[src/rtl/food_map_scanner.sv]
// Food map port-B reader: fetches one tile row per scanline during h-blank,
// renders the pellet dot, and tallies remaining pellets once per frame.
module food_map_scanner #(
  parameter int H_ACTIVE   = 640,
  parameter int V_ACTIVE   = 480,
  parameter int V_TOTAL    = 525,
  parameter int TILE_SHIFT = 3,
  parameter int DOT_LO     = 3,
  parameter int DOT_HI     = 4,
  parameter int RD_LAT     = 1
) (
  input  logic        clk,
  input  logic        rst_n,
  input  logic [10:0] pixel_x,
  input  logic [9:0]  pixel_y,
  output logic [5:0]  food_map_read_y,
  input  logic [79:0] food_row,
  output logic        food_pixel,
  output logic [12:0] food_remaining,
  output logic        all_eaten,
  output logic        frame_done,
  output logic        overrun
);

  localparam logic [10:0] X_TRIG = 11'(H_ACTIVE);
  localparam logic [9:0]  Y_ACT  = 10'(V_ACTIVE);
  localparam logic [9:0]  Y_LAST = 10'(V_TOTAL - 1);
  localparam logic [TILE_SHIFT-1:0] DLO = TILE_SHIFT'(DOT_LO);
  localparam logic [TILE_SHIFT-1:0] DHI = TILE_SHIFT'(DOT_HI);
  localparam int WCW = (RD_LAT > 1) ? $clog2(RD_LAT) : 1;

  typedef enum logic [1:0] {IDLE, FETCH, WAIT, COUNT} state_t;

  state_t       state_reg;
  logic [79:0]  row_buf_reg;
  logic [12:0]  acc_reg;
  logic         count_row_reg;
  logic [3:0]   count_k_reg;
  logic [WCW-1:0] wait_cnt_reg;

  logic [9:0]   ny;
  logic         trig_hit;
  logic [6:0]   tile_x;
  logic         dot_x;
  logic         dot_y;
  logic         pixel_next;
  logic [9:0][3:0] byte_pop;

  function automatic logic [3:0] pop8(input logic [7:0] v);
    logic [3:0] s;
    s = '0;
    for (int b = 0; b < 8; b++) s = s + {3'b000, v[b]};
    return s;
  endfunction

  genvar gi;
  generate
    for (gi = 0; gi < 10; gi++) begin : g_pop
      assign byte_pop[gi] = pop8(row_buf_reg[gi*8 +: 8]);
    end
  endgenerate

  assign ny       = (pixel_y == Y_LAST) ? 10'd0 : pixel_y + 10'd1;
  assign trig_hit = (pixel_x == X_TRIG);
  assign tile_x   = pixel_x[TILE_SHIFT +: 7];
  assign dot_x    = (pixel_x[TILE_SHIFT-1:0] >= DLO) && (pixel_x[TILE_SHIFT-1:0] <= DHI);
  assign dot_y    = (pixel_y[TILE_SHIFT-1:0] >= DLO) && (pixel_y[TILE_SHIFT-1:0] <= DHI);
  // tile_x is only meaningful inside the active area, so the range test gates the lookup
  assign pixel_next = (pixel_x < X_TRIG) && (pixel_y < Y_ACT) &&
                      row_buf_reg[tile_x] && dot_x && dot_y;

  always_ff @(posedge clk or negedge rst_n) begin
    if (!rst_n) begin
      state_reg       <= IDLE;
      row_buf_reg     <= '0;
      acc_reg         <= '0;
      count_row_reg   <= 1'b0;
      count_k_reg     <= '0;
      wait_cnt_reg    <= '0;
      food_map_read_y <= '0;
      food_pixel      <= 1'b0;
      food_remaining  <= '0;
      all_eaten       <= 1'b0;
      frame_done      <= 1'b0;
      overrun         <= 1'b0;
    end else begin
      frame_done <= 1'b0;
      food_pixel <= pixel_next;
      if (trig_hit && state_reg != IDLE) overrun <= 1'b1;
      case (state_reg)
        IDLE: begin
          if (trig_hit) begin
            if (ny < Y_ACT) begin
              food_map_read_y <= ny[TILE_SHIFT +: 6];
              count_row_reg   <= (ny[TILE_SHIFT-1:0] == '0);
              state_reg       <= FETCH;
            end else if (ny == Y_ACT) begin
              // End of visible frame: publish the tally and start a fresh one
              food_remaining <= acc_reg;
              all_eaten      <= (acc_reg == 13'd0);
              frame_done     <= 1'b1;
              acc_reg        <= '0;
            end
          end
        end
        FETCH: begin
          wait_cnt_reg <= WCW'(RD_LAT - 1);
          state_reg    <= WAIT;
        end
        WAIT: begin
          if (wait_cnt_reg == '0) begin
            row_buf_reg <= food_row;
            count_k_reg <= '0;
            state_reg   <= count_row_reg ? COUNT : IDLE;
          end else begin
            wait_cnt_reg <= wait_cnt_reg - 1'b1;
          end
        end
        COUNT: begin
          acc_reg <= acc_reg + {9'b0, byte_pop[count_k_reg]};
          if (count_k_reg == 4'd9) state_reg <= IDLE;
          else count_k_reg <= count_k_reg + 4'd1;
        end
        default: state_reg <= IDLE;
      endcase
    end
  end

endmodule

[config.mk]
export PLATFORM = sky130hd
export DESIGN_NAME = food_map_scanner
export DESIGN_NICKNAME = d
export VERILOG_FILES = /design/src/rtl/food_map_scanner.sv
export SDC_FILE = /design/constraint.sdc
export NUM_CORES = 1
export LEC_CHECK = 0
export ABC_AREA = 1
export CORE_UTILIZATION = 38
export CTS_CLUSTER_SIZE = 25
export DETAILED_ROUTE_END_ITERATION = 6
export SYNTH_ARGS = -nofsm -noshare
export SYNTH_HDL_FRONTEND = slang
export SYNTH_SLANG_ARGS = --single-unit
[constraint.sdc]
create_clock -name clk -period 5 [get_ports clk]
set_input_delay 1 -clock clk [delete_from_list [all_inputs] [get_ports clk]]
set_output_delay 1 -clock clk [all_outputs]
set_load 0.02 [all_outputs]
==> flow_summary.toml, run 1 <==
[placed_design]
gp_congestion = 0.840
dpl_cell_area_mm2 = 0.00983
detailed_place_hpwl_um = 16000
dp_cells = 1425
port_buffers = 125
place_ws_ns = 0.297

[synthesis]
synth.top_cells.by_area = "dfrtp_1 37%, nand2_1 13%, fa_1 9.8%"
synthDistinctLibCells = 45
yosys_most_used_dff = "dfrtp_1"
synth_area_mm2 = 0.00838
synth.yosys.seq_area_share_pct = 36.7
synth_enable_flop_cells = 0
synthCells = 1057
synth_area_leader_cell = "dfrtp_1"
synth_area_per_cell_um2 = 7.93
async_flop_share_pct = 100
postSynthRegisterBits = 123
synth.net_count = 1241
post-synth-top-area-fraction_pct = 36.7
yosysWarnings = 0

[global_routing]
global_route.overflow_total = 0
grt_max_degree = 106
grt_total_usage_pct = 20.2
grt_pass1_wl_um = 35200
antenna_found_initial = 0
grt_pass1_vias = 7008

[clock_network]
clock_tree.root_cell = "clkbuf_16"
post_cts.repair.setup_buffers = 0
ctsHtreeMaxLevel = 4
clk_latency_ns = 0.42
clock_sinks = 123
cts_made_buffers = 17
worst_setup_hold_path_clk_slew_ns = 0.06
cts_buffer_depth = 2
tritoncts = "done"

[worst_setup_path]
max_stage_delay_ns = 0.56
required_ns = 5.30
cp_max_fo = 3
criticalPathCategory = "flop to flop"
ff2ff_path_depth = 23
worstSetupEndpointType = "flop"
crit_chain = "inv_1 -> fa_1 -> fa_1 -> fa_1 -> inv_1 -> ha_1 -> fa_1 -> nand2_1 -> nand3_1 -> o221ai_1 -> nand2_1 -> a32oi_1 -> fa_2 -> inv_1 -> a21oi_1 -> nor2_1 -> nor2_1 -> nor2_1 -> nand4_1 -> inv_1 -> nand3_1 -> nand3_1 -> nand2_1"
critPathArrivalTime_ns = 4.98
cp_launch_type = "flop"
worst_path_max_delay_cell = "fa_1"

[power_and_ir_drop]
overall_power_consumption_mw = 3.23
power_frac_comb_pct = 23.8
maximum_vdd_drop_v = 0.000240
switching_share_pct = 27.9
power_density_mw_per_mm2 = 308
p_seq_share_pct = 32.2
internal_power_mw = 2.33
net-switching-power_uw = 901
pwr-share-clk_pct = 43.9
leakagePower_nw = 5.09

[timing]
final-max-slew-violation-count = 0
hold_fails_final_rpt = 0
max_freq_mhz = 214
worst_max_slew_margin_expressed_relative_to_the_limit_pct = 34.0
final.setup_skew_ns = 0.0153
timing.hold.ws_ns = 0.482
timing_worst_slew_pin_value_ns = 0.990
final_critical_path_setup_slack_ns = 0.320
min_period_over_period_pct = 93.6
grt_setup_unrepaired = "false"
finalWorstPathRequiredPeriod_ns = 4.68
setup_viol = 0
fin_setup_tns_ns = 0

[detailed_routing]
post_drt_via_cell_ratio = 4.84
wl_per_cell_um = 14.6
dr_iter_0_viols = 386
postRouteWirelength_um = 21300
route.vias.total = 7048
post-route-drc-count = 0
antenna_left = 0
drt_pre_antenna_iters = 5

[finish]
layout_common_cells = "281 x nand2_1, 173 x inv_1, 123 x dfrtp_1, 123 x clkdlybuf4s50_1, 109 x o21ai_0"
final_core_utilization_pct = 49.3
layout_fillers = 2079
number_of_flip_flops_under_the_largest_register_name = 80
final_layout_size_suffix_gt1_share_pct = 8.80
fin_cells = 1457
antenna-diode-count = 0
finalInstanceArea_mm2 = 0.0105
areaGrowthSynthToFinish_pct = 25.4
nets = 1353
mostFrequentLayoutCell = "nand2_1"

[worst_hold_path]
hold_path_class = "flop to flop"
whs_path_depth = 2

[die]
die_h_um = 150
num_rows = 53
starting_density_of_the_core_pct = 39.4
fp.coreArea_mm2 = 0.0213
io_pins = 126
floorplan.die.width_um = 150
total_die_area_mm2 = 0.0226

[job]
maxCapViolations = 0

[status]
run_status = "completed"
==> cells in the mapped netlist, types with 8 or more instances <==
master	n
inv_2	8
nand3_1	75
inv_1	174
fa_1	41
nor2_1	27
nand2_2	22
o21ai_0	109
ha_1	40
dfrtp_1	123
nand2_1	281
o21ai_2	12
a21oi_1	28
clkbuf_1	25
==> power groups by stage <==
stage          Clock, mW  Sequential [mW]  Combinational [mW]
2_1_floorplan          0             1.06               0.505
3_3_place_gp           0             1.06               0.756
3_5_place_dp           0             1.06               0.764
4_1_cts             1.45             1.04               0.773
5_1_grt             1.49             1.04               0.882
6_report            1.42             1.04               0.770
==> critical path, delay by kind of cell (launching register included) <==
kind	cells	cell delay, ns
compound gates	3	0.33
fa+ha+maj	6	2.59
flops	1	0.34
buf+inv	4	0.29
simple gates	10	1.02
==> what timing repair did <==
action / 4_1_cts / 5_1_grt
resized for setup: 0 / 1
endpoints found under the setup margin: 0 / 1
hold buffers: 0 / 0
==> final timing paths <==
kind	start	to	slack, ns
setup / recovery	row_buf_reg[40]$_DFFE_PN0P_	acc_reg[10]$_DFFE_PN0P_	0.32
hold / removal	food_remaining[4]$_DFFE_PN0P_	food_remaining[4]$_DFFE_PN0P_	0.48
setup reg to reg	row_buf_reg[40]$_DFFE_PN0P_	acc_reg[10]$_DFFE_PN0P_	0.32
hold reg to reg	food_remaining[4]$_DFFE_PN0P_	food_remaining[4]$_DFFE_PN0P_	0.48
max in group asynchronous	rst_n	acc_reg[1]$_DFFE_PN0P_	3.45
min in group asynchronous	rst_n	row_buf_reg[57]$_DFFE_PN0P_	0.55
==> kinds of logic (layout without fill, tap and decap cells) <==
kind of cell,after synthesis,in the layout,share of synthesized area (%)
muxes,1,1,0.119
DFF,123,123,36.7
AOI/OAI and AO/OA,176,176,11.8
adders and majority gates,81,81,15.8
buffers and inverters,221,346,10.4
and+or+nand+nor,442,442,23.7
xor gates and xnor gates,13,13,1.45
==> metal layers <==
metal,wire length (um),vias to the layer above,track usage [%]
met1,10600,3288,28.2
li1,-,3576,-
met5,0,-,0
met3,1040,22,4.12
met2,9340,162,31.7
met4,277,0,5.66
==> area by class of cell <==
cell class	instances	area, um2	share of cell area (%)
multi-input cells	713	4430	42.2
flip-flops and latches	123	3080	29.3
repair buffers	131	1290	12.3
inverters	183	689	6.56
clock buffers	21	460	4.38
well taps	275	344	3.28
clock inverters	11	215	2.05
(Power assumes the default switching activity.)
==> run 2: changes to the inputs <==
--- a/config.mk
+++ b/config.mk
@@ -9,6 +9,7 @@
 export CORE_UTILIZATION = 38
 export CTS_CLUSTER_SIZE = 25
 export DETAILED_ROUTE_END_ITERATION = 6
+export SETUP_SLACK_MARGIN = 0.02
 export SYNTH_ARGS = -nofsm -noshare
 export SYNTH_HDL_FRONTEND = slang
 export SYNTH_SLANG_ARGS = --single-unit
==> results of run 2 <==
No change in the layout: final DEF, timing and power equal those of run 1.
==> run 3: changes to the inputs <==
--- a/config.mk
+++ b/config.mk
@@ -6,6 +6,7 @@
 export NUM_CORES = 1
 export LEC_CHECK = 0
 export ABC_AREA = 1
+export CORE_ASPECT_RATIO = 1.2
 export CORE_UTILIZATION = 38
 export CTS_CLUSTER_SIZE = 25
 export DETAILED_ROUTE_END_ITERATION = 6
==> constraint.sdc (replaced) <==
create_clock -name clk -period 5 [get_ports clk]
set_input_delay 1 -clock clk [delete_from_list [all_inputs] [get_ports clk]]
set_output_delay 1 -clock clk [all_outputs]
set_load 0.01 [all_outputs]
==> flow_summary.toml, run 3 (synthesis results as in run 1) <==
[status]
run_status = "finished, violations left"
violations = "design-rule violations"

[job]
maxCapViolations = 0

[worst_setup_path]
crit_family = "adder cells"
cp_max_fo = 3
criticalPathCategory = "flop to flop"
crit_chain = "inv_1 -> fa_1 -> fa_1 -> fa_1 -> inv_1 -> ha_1 -> fa_1 -> nand2_1 -> nand3_1 -> o221ai_1 -> nand2_1 -> a32oi_2 -> fa_2 -> inv_1 -> a21oi_1 -> nor2_1 -> nor2_2 -> nor2_2 -> nand4_1 -> inv_2 -> nand3_1 -> nand3_1 -> nand2_1"
worst_path_most_repeated_cell = "fa_1"
critPathArrivalTime_ns = 5.02
worstSetupEndpointType = "flop"
max_stage_delay_ns = 0.55
buffering_stage_count_on_the_worst_path_with_inverters_included = 4
cp_launch_type = "flop"
required_ns = 5.32
worst_path_max_delay_cell = "fa_1"

[timing]
final_critical_path_setup_slack_ns = 0.306
setup_viol = 0
timing_worst_slew_pin_value_ns = 0.969
timing.hold.ws_ns = 0.454
final-max-slew-violation-count = 0
min_period_over_period_pct = 93.9
hold_fails_final_rpt = 0
final.setup_skew_ns = 0.0111
finalWorstPathRequiredPeriod_ns = 4.69
max_freq_mhz = 213
worst_max_slew_margin_expressed_relative_to_the_limit_pct = 35.4

[detailed_routing]
post-route-drc-count = 2
dr_iter_0_viols = 444
drt_pre_antenna_iters = 7
wl_per_cell_um = 14.5
postRouteWirelength_um = 21100
route.vias.total = 7066
post_drt_via_cell_ratio = 4.85
antenna_left = 0

[clock_network]
cts_made_buffers = 17
clk_latency_ns = 0.43
worst_setup_hold_path_clk_slew_ns = 0.06
tritoncts = "done"
ctsHtreeMaxLevel = 4
clock_sinks = 123
cts_hold_repair.buffers = 0
clock_tree.root_cell = "clkbuf_16"
cts_buffer_depth = 2

[power_and_ir_drop]
power_frac_comb_pct = 25.9
leakagePower_nw = 5.05
p_seq_share_pct = 33.8
pwr-share-clk_pct = 40.3
maximum_vdd_drop_v = 0.000266
power_density_mw_per_mm2 = 295
net-switching-power_uw = 924
switching_share_pct = 30.0
internal_power_mw = 2.16

[global_routing]
grt_pass1_wl_um = 34900
global_route.overflow_total = 0
antenna_found_initial = 0
grt_max_degree = 116
grt_pass1_vias = 7214
grt_total_usage_pct = 20.2

[finish]
multiInputGateArea_mm2 = 0.00445
layout_common_cells = "281 x nand2_1, 172 x inv_1, 123 x dfrtp_1, 123 x clkdlybuf4s50_1, 107 x o21ai_0"
final-seq-area_mm2 = 0.00308
final_layout_size_suffix_gt1_share_pct = 9.46
areaGrowthSynthToFinish_pct = 24.7
mostFrequentLayoutCell = "nand2_1"
number_of_flip_flops_under_the_largest_register_name = 80
antenna-diode-count = 0
layout_fillers = 2183
nets = 1355

[die]
starting_density_of_the_core_pct = 38.7
num_rows = 59
fp.coreArea_mm2 = 0.0216
die_h_um = 165
floorplan.die.width_um = 138
io_pins = 126
total_die_area_mm2 = 0.0226

[placed_design]
place_ws_ns = 0.321
gp_congestion = 0.861
detailed_place_hpwl_um = 15500
port_buffers = 125

[worst_hold_path]
hold_path_class = "flop to flop"
## run 3: changes by cell type in the layout (fill, tap and decap cells not counted), sizes merged
cell,change
inv,+1
bufinv,-4
clkinvlp,+2
clkbuf,+1
buf,+2
## run 3: through the flow
stage | area, um2 | util, % | total power [mW] | instances | setup TNS, ns
6_report | 10500 | 48.3 | 3.09 | 1458 | 0
5_1_grt | 10500 | 48.3 | 3.28 | 1458 | -0.0258
4_1_cts | 10400 | 48.1 | 3.08 | 1455 | 0
3_5_place_dp | 9820 | 45.4 | 1.82 | 1423 | 0
3_3_place_gp | 9820 | 45.4 | 1.81 | 1423 | 0
2_1_floorplan | 8380 | - | 1.56 | 1057 | 0
## run 3: worst paths after layout
| check | from | to | slack [ns] | cells after the start |
|---|---|---|---|---|
| min | overrun$_DFFE_PN0P_ | overrun$_DFFE_PN0P_ | 0.45 | 1 |
| min in group asynchronous | rst_n | food_remaining[10]$_DFFE_PN0P_ | 0.65 | 1 |
| max | row_buf_reg[8]$_DFFE_PN0P_ | acc_reg[12]$_DFFE_PN0P_ | 0.31 | 23 |
| max in group asynchronous | rst_n | row_buf_reg[69]$_DFFE_PN0P_ | 3.36 | 2 |
| min reg2reg | overrun$_DFFE_PN0P_ | overrun$_DFFE_PN0P_ | 0.45 | 1 |
| max reg2reg | row_buf_reg[8]$_DFFE_PN0P_ | acc_reg[12]$_DFFE_PN0P_ | 0.31 | 23 |
## run 3: area by class of cell
cell class / instances / area share [%]
inverters: 183 / 6.60
multi-input cells: 713 / 42.6
clock buffers: 22 / 4.54
clock inverters: 10 / 1.10
repair buffers: 133 / 12.5
well taps: 274 / 3.28
flip-flops and latches: 123 / 29.5
## run 3: per-layer routing
layer,track usage [%],share of wire (%),vias up,wire (um)
met3,3.13,5.3,27,1130
met5,0,0,-,0
met1,26.7,46,3283,9630
li1,-,-,3568,-
met2,33.1,47,188,9920
met4,7.59,2.2,0,474
## run 3: what timing repair did
| action | CTS | global route |
|---|---|---|
| buffers inserted | 0 | 3 |
| setup endpoints to repair | 0 | 2 |
| gates resized for setup | 0 | 9 |
## run 3: power by group through the flow
stage / Combinational, mW / Clock (mW) / Sequential, mW
finish: 0.800 / 1.24 / 1.04
CTS: 0.771 / 1.27 / 1.04
global route: 0.930 / 1.31 / 1.04
detailed placement: 0.761 / 0 / 1.06
floorplan: 0.505 / 0 / 1.06
global placement: 0.754 / 0 / 1.06
## run 3: worst reg2reg max path, delay by kind of cell, from the launching register on
family | cells | cell delay (ns)
simple gates | 10 | 1.10
flops | 1 | 0.34
fa+ha+maj | 6 | 2.54
buf+inv | 4 | 0.29
compound gates | 3 | 0.32
